==> config.mk <==
export PLATFORM = sky130hd
export DESIGN_NAME = swerv_axi_rd_arb
export DESIGN_NICKNAME = d
export VERILOG_FILES = /design/src/rtl/swerv_axi_arb_pkg.sv /design/src/rtl/swerv_rr_pick.sv /design/src/rtl/swerv_axi_rd_arb.sv
export SDC_FILE = /design/constraint.sdc
export NUM_CORES = 1
export LEC_CHECK = 0
export CORE_AREA = 2 2 142 144
export DETAILED_ROUTE_END_ITERATION = 6
export DIE_AREA = 0 0 144 146
export GPL_TIMING_DRIVEN = 0
export PLACE_DENSITY = 0.71
export SLEW_MARGIN = 15
export SYNTH_ARGS = -nofsm -noshare
export SYNTH_HDL_FRONTEND = slang
export SYNTH_SLANG_ARGS = --single-unit
==> constraint.sdc <==
create_clock -name clk -period 3.3 [get_ports clk]
set_input_delay 0.33 -clock clk [delete_from_list [all_inputs] [get_ports clk]]
set_output_delay 0.33 -clock clk [all_outputs]
set_load 0.005 [all_outputs]
==> src/rtl/swerv_axi_arb_pkg.sv <==
// Shared types and constants for the AXI read-port arbiter.
// Master indices, AR request bundle and AXI response codes.
package swerv_axi_arb_pkg;

  localparam int AXI_M_IFU = 0;
  localparam int AXI_M_LSU = 1;
  localparam int AXI_M_SB  = 2;

  localparam int AXI_ID_MAX = 16;

  localparam logic [1:0] AXI_RESP_OKAY   = 2'b00;
  localparam logic [1:0] AXI_RESP_SLVERR = 2'b10;

  typedef struct packed {
    logic [AXI_ID_MAX-1:0] id;
    logic [31:0]           addr;
    logic [7:0]            len;
    logic [2:0]            size;
    logic [1:0]            burst;
  } ar_req_t;

endpackage

==> src/rtl/swerv_rr_pick.sv <==
// Combinational pick of one requester, starting after ptr.
// RV_AXI_RDARB_FIXED_PRIO_EN selects lowest-index-wins instead.
module swerv_rr_pick
  import swerv_axi_arb_pkg::*;
#(
  parameter int N  = 3,
  parameter int PW = $clog2(N)
) (
  input  logic [N-1:0]  req,
  input  logic [PW-1:0] ptr,
  output logic [N-1:0]  gnt_oh,
  output logic [PW-1:0] gnt_idx
);

  logic hit;

`ifdef RV_AXI_RDARB_FIXED_PRIO_EN

  logic unused_ptr;
  assign unused_ptr = ^ptr;

  // First requester from index 0 upward wins.
  always_comb begin
    gnt_oh  = '0;
    gnt_idx = '0;
    hit     = 1'b0;
    for (int k = 0; k < N; k++) begin
      if (!hit && req[k]) begin
        hit       = 1'b1;
        gnt_oh[k] = 1'b1;
        gnt_idx   = PW'(k);
      end
    end
  end

`else

  int j;

  // Scan ptr+1, ptr+2, ... modulo N; first requester wins.
  always_comb begin
    gnt_oh  = '0;
    gnt_idx = '0;
    hit     = 1'b0;
    j       = 0;
    for (int k = 1; k <= N; k++) begin
      j = (int'(ptr) + k) % N;
      if (!hit && req[j]) begin
        hit       = 1'b1;
        gnt_oh[j] = 1'b1;
        gnt_idx   = PW'(j);
      end
    end
  end

`endif

endmodule

==> src/rtl/swerv_axi_rd_arb.sv <==
// Shares one AXI4 read port among IFU, LSU and SB masters.
// Define RV_AXI_RDARB_FIXED_PRIO_EN for fixed priority arbitration.
module swerv_axi_rd_arb
  import swerv_axi_arb_pkg::*;
#(
  parameter  int NM      = 3,
  parameter  int IDW     = 4,
  parameter  int DW      = 64,
  parameter  int MAX_OUT = 4,
  localparam int PW      = $clog2(NM),
  localparam int MIDW    = IDW + PW,
  localparam int CW      = $clog2(MAX_OUT + 1)
) (
  input  logic              clk,
  input  logic              rst_l,
  input  logic [NM-1:0]     s_arvalid,
  output logic [NM-1:0]     s_arready,
  input  logic [NM*IDW-1:0] s_arid,
  input  logic [NM*32-1:0]  s_araddr,
  input  logic [NM*8-1:0]   s_arlen,
  input  logic [NM*3-1:0]   s_arsize,
  input  logic [NM*2-1:0]   s_arburst,
  output logic [NM-1:0]     s_rvalid,
  input  logic [NM-1:0]     s_rready,
  output logic [IDW-1:0]    s_rid,
  output logic [DW-1:0]     s_rdata,
  output logic [1:0]        s_rresp,
  output logic              s_rlast,
  output logic              m_arvalid,
  input  logic              m_arready,
  output logic [MIDW-1:0]   m_arid,
  output logic [31:0]       m_araddr,
  output logic [7:0]        m_arlen,
  output logic [2:0]        m_arsize,
  output logic [1:0]        m_arburst,
  input  logic              m_rvalid,
  output logic              m_rready,
  input  logic [MIDW-1:0]   m_rid,
  input  logic [DW-1:0]     m_rdata,
  input  logic [1:0]        m_rresp,
  input  logic              m_rlast,
  output logic              rid_err
);

  ar_req_t       ar_q;
  ar_req_t       ar_d;
  logic          arv_q;
  logic [CW-1:0] out_cnt [NM];
  logic [NM-1:0] elig;
  logic [NM-1:0] gnt_oh;
  logic [PW-1:0] gnt_idx;
  logic [PW-1:0] ptr;
  logic          slot_free;
  logic          grant;
  logic [PW-1:0] rpfx;
  logic [NM-1:0] r_hit;
  logic [NM-1:0] r_done;
  logic          r_bad;

  // A master may compete only while below its outstanding limit.
  always_comb begin
    elig = '0;
    for (int i = 0; i < NM; i++) begin
      elig[i] = s_arvalid[i] && (out_cnt[i] < CW'(MAX_OUT));
    end
  end

  swerv_rr_pick #(
    .N  (NM),
    .PW (PW)
  ) u_pick (
    .req     (elig),
    .ptr     (ptr),
    .gnt_oh  (gnt_oh),
    .gnt_idx (gnt_idx)
  );

  assign slot_free = !arv_q || m_arready;
  assign grant     = slot_free && (|gnt_oh);
  assign s_arready = grant ? gnt_oh : '0;

  // Mux the granted master's fields, prefixing its index onto the ID.
  always_comb begin
    ar_d = '0;
    for (int i = 0; i < NM; i++) begin
      if (gnt_oh[i]) begin
        ar_d.id    = AXI_ID_MAX'({PW'(i), s_arid[i*IDW +: IDW]});
        ar_d.addr  = s_araddr[i*32 +: 32];
        ar_d.len   = s_arlen[i*8 +: 8];
        ar_d.size  = s_arsize[i*3 +: 3];
        ar_d.burst = s_arburst[i*2 +: 2];
      end
    end
  end

  // AR output register: load on grant, drop valid once accepted.
  always_ff @(posedge clk or negedge rst_l) begin
    if (!rst_l) begin
      arv_q <= 1'b0;
      ar_q  <= '0;
    end else if (grant) begin
      arv_q <= 1'b1;
      ar_q  <= ar_d;
    end else if (m_arready) begin
      arv_q <= 1'b0;
    end
  end

`ifdef RV_AXI_RDARB_FIXED_PRIO_EN
  assign ptr = '0;
`else
  logic [PW-1:0] ptr_q;

  // Last granted master; starts at NM-1 so master 0 goes first.
  always_ff @(posedge clk or negedge rst_l) begin
    if (!rst_l) begin
      ptr_q <= PW'(NM - 1);
    end else if (grant) begin
      ptr_q <= gnt_idx;
    end
  end

  assign ptr = ptr_q;
`endif

  assign m_arvalid = arv_q;
  assign m_arid    = ar_q.id[MIDW-1:0];
  assign m_araddr  = ar_q.addr;
  assign m_arlen   = ar_q.len;
  assign m_arsize  = ar_q.size;
  assign m_arburst = ar_q.burst;

  if (MIDW < AXI_ID_MAX) begin : g_id_pad
    logic unused_id_hi;
    assign unused_id_hi = ^ar_q.id[AXI_ID_MAX-1:MIDW];
  end

  assign rpfx = m_rid[MIDW-1:IDW];

  // Steer R by ID prefix; unknown prefixes are sunk.
  always_comb begin
    r_hit    = '0;
    m_rready = 1'b1;
    for (int i = 0; i < NM; i++) begin
      if (rpfx == PW'(i)) begin
        r_hit[i] = 1'b1;
        m_rready = s_rready[i];
      end
    end
  end

  assign r_bad    = ~|r_hit;
  assign s_rvalid = m_rvalid ? r_hit : '0;
  assign r_done   = (m_rvalid && m_rready && m_rlast) ? r_hit : '0;
  assign s_rid    = m_rid[IDW-1:0];
  assign s_rdata  = m_rdata;
  assign s_rresp  = m_rresp;
  assign s_rlast  = m_rlast;

  // Outstanding bursts per master: +1 on grant, -1 on last beat.
  always_ff @(posedge clk or negedge rst_l) begin
    if (!rst_l) begin
      for (int i = 0; i < NM; i++) begin
        out_cnt[i] <= '0;
      end
    end else begin
      for (int i = 0; i < NM; i++) begin
        case ({s_arready[i], r_done[i] && (out_cnt[i] != '0)})
          2'b10:   out_cnt[i] <= out_cnt[i] + CW'(1);
          2'b01:   out_cnt[i] <= out_cnt[i] - CW'(1);
          default: out_cnt[i] <= out_cnt[i];
        endcase
      end
    end
  end

  // Sticky flag for R beats carrying an unknown master prefix.
  always_ff @(posedge clk or negedge rst_l) begin
    if (!rst_l) begin
      rid_err <= 1'b0;
    end else if (m_rvalid && r_bad) begin
      rid_err <= 1'b1;
    end
  end

endmodule
; ---- After elaboration in Yosys (flattened, before gate mapping)
; Index checks and enable logic that the tools add are counted.
[totals]
out_inout_bits = 131
inputBits = 230
word_cells = 112
regBits = 64
[op_classes]
n_reduce_logical = 30
magnitude_cmp = 9
n_bitwise = 2
div = 3
n_eq_ne = 8
mux = 40
addsub = 9
[ops]
columns = operator, count
row1 = $ge 32x1->1 const B, 3
row2 = $lt 32x4->1 const B, 3
row3 = $mod 32x3->32 const B, 3
row4 = $mux 51, 1
row5 = $mux 50, 1
row6 = $mux 49, 1
row7 = $mux 1, 19
row8 = $mux 3, 6
row9 = $pmux 3 s2, 3
row10 = $logic_and 1x1->1, 15
row11 = $add 3x1->3 const B, 3
row12 = $lt 3x3->1 const B, 3
row13 = $reduce_bool 3->1, 3
row14 = $sub 3x1->3 const B, 3
row15 = $eq 2x1->1 const B, 4
row16 = $eq 2x2->1 const B, 4
row17 = $reduce_bool 2->1, 4
row18 = $add 2x2->3 const B, 2
row19 = $bmux 1 s2, 3
row20 = $demux 1 s2, 3
row21 = $mux 2, 3
row22 = $or 3x3->3, 2
row23 = $reduce_or 3->1, 2
row24 = $logic_not 1->1, 4
row25 = 3 further kinds, 3

; ---- Logic depth before layout (Yosys ltp)
[depth]
depth_word = 17
depth_mapped = 16
ltp_nobuf = 13

; ---- Hierarchy
; From an unflattened synthesis, not the netlist that was laid out.
[hier_totals]
hier_cells = 474
hier_area_um2 = 4443.0
[by_module_without_submodules]
columns = module, area_per_inst_um2, instances, seq_area_each_um2, cells_per_inst
row1 = swerv_axi_rd_arb, 4184.0, 1, 1602.8, 439
row2 = swerv_rr_pick, 259.0, 1, 0.0, 35

; ---- Least setup slack after synthesis
; No wires, ideal clock.
[synth_path]
kind = reg-to-reg
start = register ptr_q[1] (netlist: ptr[1])
end = register out_cnt[7] (netlist bit)
n_path_buf = 2
path_slack_ns = 0.189
period_less_slack_ns = 3.111
setup_ns = 0.083
required_time_ns = 3.217
stages_incl_launch_ff = 12
t_arrival_ns = 3.029
cell_sequence = dfstp_2 -> ha_1 -> clkbuf_1 -> mux2_2 -> a211o_1 -> a31oi_2 -> buf_2 -> nand2_1 -> ha_1 -> inv_1 -> fa_1 -> o21ai_0
[synth_between]
elab_chain_len = 17
elab_cells_between_ends = 48
classes_between = add/sub (3) / div (3) / order compare (6) / eq/ne (2) / mux (22) / bitwise (2) / reduce/logical (10)
[synth_lines]
columns = element, line_no
row1 = from (decl), swerv_axi_rd_arb.sv:112  ; logic [PW-1:0] ptr_q;
row2 = from (signal assigned), swerv_axi_rd_arb.sv:117  ; ptr_q <= PW'(NM - 1);
row3 = from (signal assigned), swerv_axi_rd_arb.sv:119  ; ptr_q <= gnt_idx;
row4 = branches (longest 11 deep; another with $mod 32x3->32), --
row5 = $mux 3 (*), swerv_rr_pick.sv:48  ; if (!hit && req[j]) begin
row6 = $reduce_or 3->1, swerv_axi_rd_arb.sv:79  ; assign grant = slot_free && (|gnt_oh);
row7 = $logic_and 1x1->1, swerv_axi_rd_arb.sv:79
row8 = $mux 3 (*), swerv_axi_rd_arb.sv:80  ; assign s_arready = grant ? gnt_oh : '0;
row9 = $eq 2x1->1 or $eq 2x2->1 (tied branches), swerv_axi_rd_arb.sv:168  ; case ({s_arready[i], r_done[i] && (out_cnt[i] != '0)})
row10 = $pmux 3 s2 or $reduce_bool 2->1 (tied branches), --
row11 = "to (signal, indexed assignment)", swerv_axi_rd_arb.sv:169  ; 2'b10: out_cnt[i] <= out_cnt[i] + CW'(1);
row12 = "to (signal, indexed assignment)", swerv_axi_rd_arb.sv:170  ; 2'b01: out_cnt[i] <= out_cnt[i] - CW'(1);
row13 = "to (signal, indexed assignment)", swerv_axi_rd_arb.sv:171  ; default: out_cnt[i] <= out_cnt[i];
row14 = to (decl), swerv_axi_rd_arb.sv:48  ; logic [CW-1:0] out_cnt [NM];
; Every way passes the cells marked *. The select of a mux whose other input is x is not followed.
; A chain may end at the register's enable or synchronous reset.

; ---- Final worst setup path
[layout_path]
start = register ptr_q[1] (netlist: ptr[1])
end = register out_cnt[2] (netlist bit)
; Same word-level chain as after synthesis.

==> flow_summary.yaml <==
route:
  antenna_left: 0
  drcViolationCount: 0
  wl_microns: 22200
  vias_per_cell: 5.01
  drtIter0Drc: 351
  vias: 5957
  wire_per_inst_microns: 18.7
  drt_pre_antenna_iters: 6
critical_path:
  endpoint_kind: "flop"
  r2r_start: "ptr[1]$_DFFE_PN1P_"
  startpoint: "ptr[1]$_DFFE_PN1P_"
  cpPeakStageDelay_ns: 0.55
  worstSetupPathType: "reg2reg"
  crit_fanout: 10
  cp-start-kind: "flop"
  crit_chain: "ha_1, buf_6, nor4bb_4, a311oi_2, buf_4, o21ai_2, a31o_1, buf_6, buf_8, nand2_2, ha_4, inv_1, fa_2, xor2_1, nor2_1, xor2_1"
  arrival_ns: 3.45
  required_ns: 3.56
  crit_family: "adder cells"
  path_buf_inv: 5
  crit_slowest_cell: "dfstp_2"
synth:
  synthFlopType: "dfrtp_1"
  yosysSeqAreaShare_pct: 31.3
  synth_edf_count: 0
  async_flop_share_pct: 100
  syn_inst: 596
  synth_seq_cells: 64
  syn_area_per_cell_sq_um: 8.60
  syn_area_sq_um: 5120
  ys_types: 47
  syn-num-nets: 836
  yosysWarnings: 0
floorplanning:
  ios: 361
  die_h_microns: 146
  core_area_sq_um: 19300
  num_rows: 51
  fp.dieW_microns: 144
  initial_core_util_pct: 26.5
  die_area_sq_um: 21000
clock_tree:
  cts.sinks: 64
  cts-buffers-inserted: 9
  clock_latency_ns: 0.33
  clkTransAtPathRegs_ns: 0.06
  h-tree-depth: 3
  cts.path.max_buffers: 2
  cts_tree: "done"
  root_buffer: "clkbuf_16"
global_route:
  use_met3_pct: 5.20
  antenna_found_initial: 0
  grt_max_degree: 40
  grt_pass1_vias: 5940
  grt_use_met2_pct: 33.8
  grt_use_total_pct: 20.2
  use_met1_pct: 25.1
  overflow: 0
  grt-busiest-layer: "met2"
  grt_pass1_wl_microns: 32900
sta:
  hold_viol: 0
  timing.final.ws_setup_ns: 0.106
  fin_tns_setup_ns: 0
  fin_worst_skew_ns: 0.00697
  period_needed_ns: 3.19
  hold_ws_ns: 0.468
  period_share_pct: 96.8
  max_freq_mhz: 313
  relSlewSlack_pct: 48.0
  finalSetupViolCount: 0
  worstMarginPinSlew_ns: 0.780
  slew_violations: 0
finish:
  final_layout_size_suffix_gt1_share_pct: 17.7
  final_core_util_pct: 46.5
  mostFrequentLayoutCell: "clkdlybuf4s50_1"
  fin_nets: 1159
  area_delta_synth_final_pct: 75.6
  mostFrequentLayoutCells: "clkdlybuf4s50_1 (286), inv_1 (112), a221oi_1 (98)"
  diodes: 0
pwr:
  switching_power_mw: 4.29
  pwr-share-comb_pct: 73.9
  p_int_mw: 4.72
  vdd_drop_max_mv: 0.503
  power_mw: 9.01
  sequentialPowerShare_pct: 15.5
  clockPowerShare_pct: 10.6
  switching_share_pct: 47.6
  power_per_cell_area_nw_per_um2: 1000
  leakagePower_nw: 3.82
flow_run:
  maxCapViolations: 0
placed_design:
  gp_congestion: 0.829
  dp_slack_ns: -0.619
  port_buffers: 290
  dp_hpwl_microns: 16400
worst_hold_path:
  worstHoldStart: "rid_err$_DFFE_PN0P_"
  min_path_type: "reg2reg"
run_status:
  outcome: "finished, final reports clean"
## cell usage after synthesis (5+ instances only)
library cell | number | share of area, %
inv_1 | 114 | 8.4
o32ai_1 | 49 | 8.4
buf_2 | 24 | 2.3
a21oi_1 | 6 | 0.59
ha_1 | 7 | 1.7
clkbuf_1 | 33 | 2.4
buf_4 | 73 | 11
buf_6 | 5 | 1.1
o21ai_0 | 50 | 4.9
xor2_1 | 6 | 1.0
a221oi_1 | 98 | 17
dfrtp_1 | 63 | 31
nand2_1 | 6 | 0.44
nor2_1 | 7 | 0.51
## per-stage QoR
| step | cells | cell area (sq um) |
|---|---|---|
| after floorplan | 596 | 5120 |
| after global placement | 1151 | 8360 |
| after detailed placement | 1152 | 8380 |
| after CTS | 1178 | 8810 |
| after global routing | 1189 | 9000 |
| final | 1189 | 9000 |
## state kept, by name (all words and copies together) (netlist names)
signal / cells
m_araddr: 32
m_arid: 6
m_arvalid: 1
rid_err: 1
ptr: 2
out_cnt: 9
m_arlen: 8
m_arsize: 3
m_arburst: 2
## cell families (layout without fill, tap and decap cells)
logic type | after synthesis | after routing | synth area share (%)
AO/OA/AOI/OAI | 224 | 224 | 34.3
XOR/XNOR | 9 | 9 | 1.54
adder cells (fa/ha/maj) | 10 | 10 | 2.88
buffers and inverters | 249 | 577 | 24.9
flip-flops | 64 | 64 | 31.3
multiplexers | 4 | 4 | 0.903
AND/OR/NAND/NOR | 36 | 36 | 4.18
## per-layer routing
layer | routed length, microns | part of all wire (%)
met5 | 0 | 0
met4 | 413 | 1.9
met3 | 1860 | 8.4
met2 | 10900 | 49
met1 | 9060 | 41
## worst paths after layout
| path | slack (ns) | cells past startpoint | endpoint |
|---|---|---|---|
| max reg2reg | 0.11 | 16 | out_cnt[2]$_DFFE_PN0P_ |
| max in group asynchronous | 2.18 | 3 | ptr[1]$_DFFE_PN1P_ |
| min reg2reg | 0.47 | 1 | rid_err$_DFFE_PN0P_ |
| min in group asynchronous | 0.48 | 2 | m_araddr[13]$_DFFE_PN0P_ |
| min | 0.47 | 1 | rid_err$_DFFE_PN0P_ |
| max | 0.11 | 16 | out_cnt[2]$_DFFE_PN0P_ |
## repair_timing
item,in CTS,in global routing
resized for setup,21,27
cloned,0,0
hold buffers,1,0
endpoints found under the hold margin,25,0
endpoints found under the setup margin,62,57
pin swaps,3,6
buffers inserted,9,11
## power by group through the flow
stage | clock, mW | combinational [mW] | sequential, mW
detailed placement | 0 | 6.02 | 1.40
finish | 0.959 | 6.66 | 1.40
floorplan | 0 | 3.69 | 1.39
global route | 1.02 | 7.27 | 1.44
global placement | 0 | 5.91 | 1.39
CTS | 0.991 | 6.39 | 1.39
## final cells by class
cell class | count | area (sq um)
well taps | 265 | 332
plain buffers | 135 | 896
clock inverters | 4 | 45.0
clock buffers | 12 | 236
multi-input cells | 283 | 2370
flip-flops and latches | 64 | 1600
inverters | 114 | 428
repair buffers | 312 | 3090
fillers | 1898 | 10300
(Power assumes the default switching activity.)
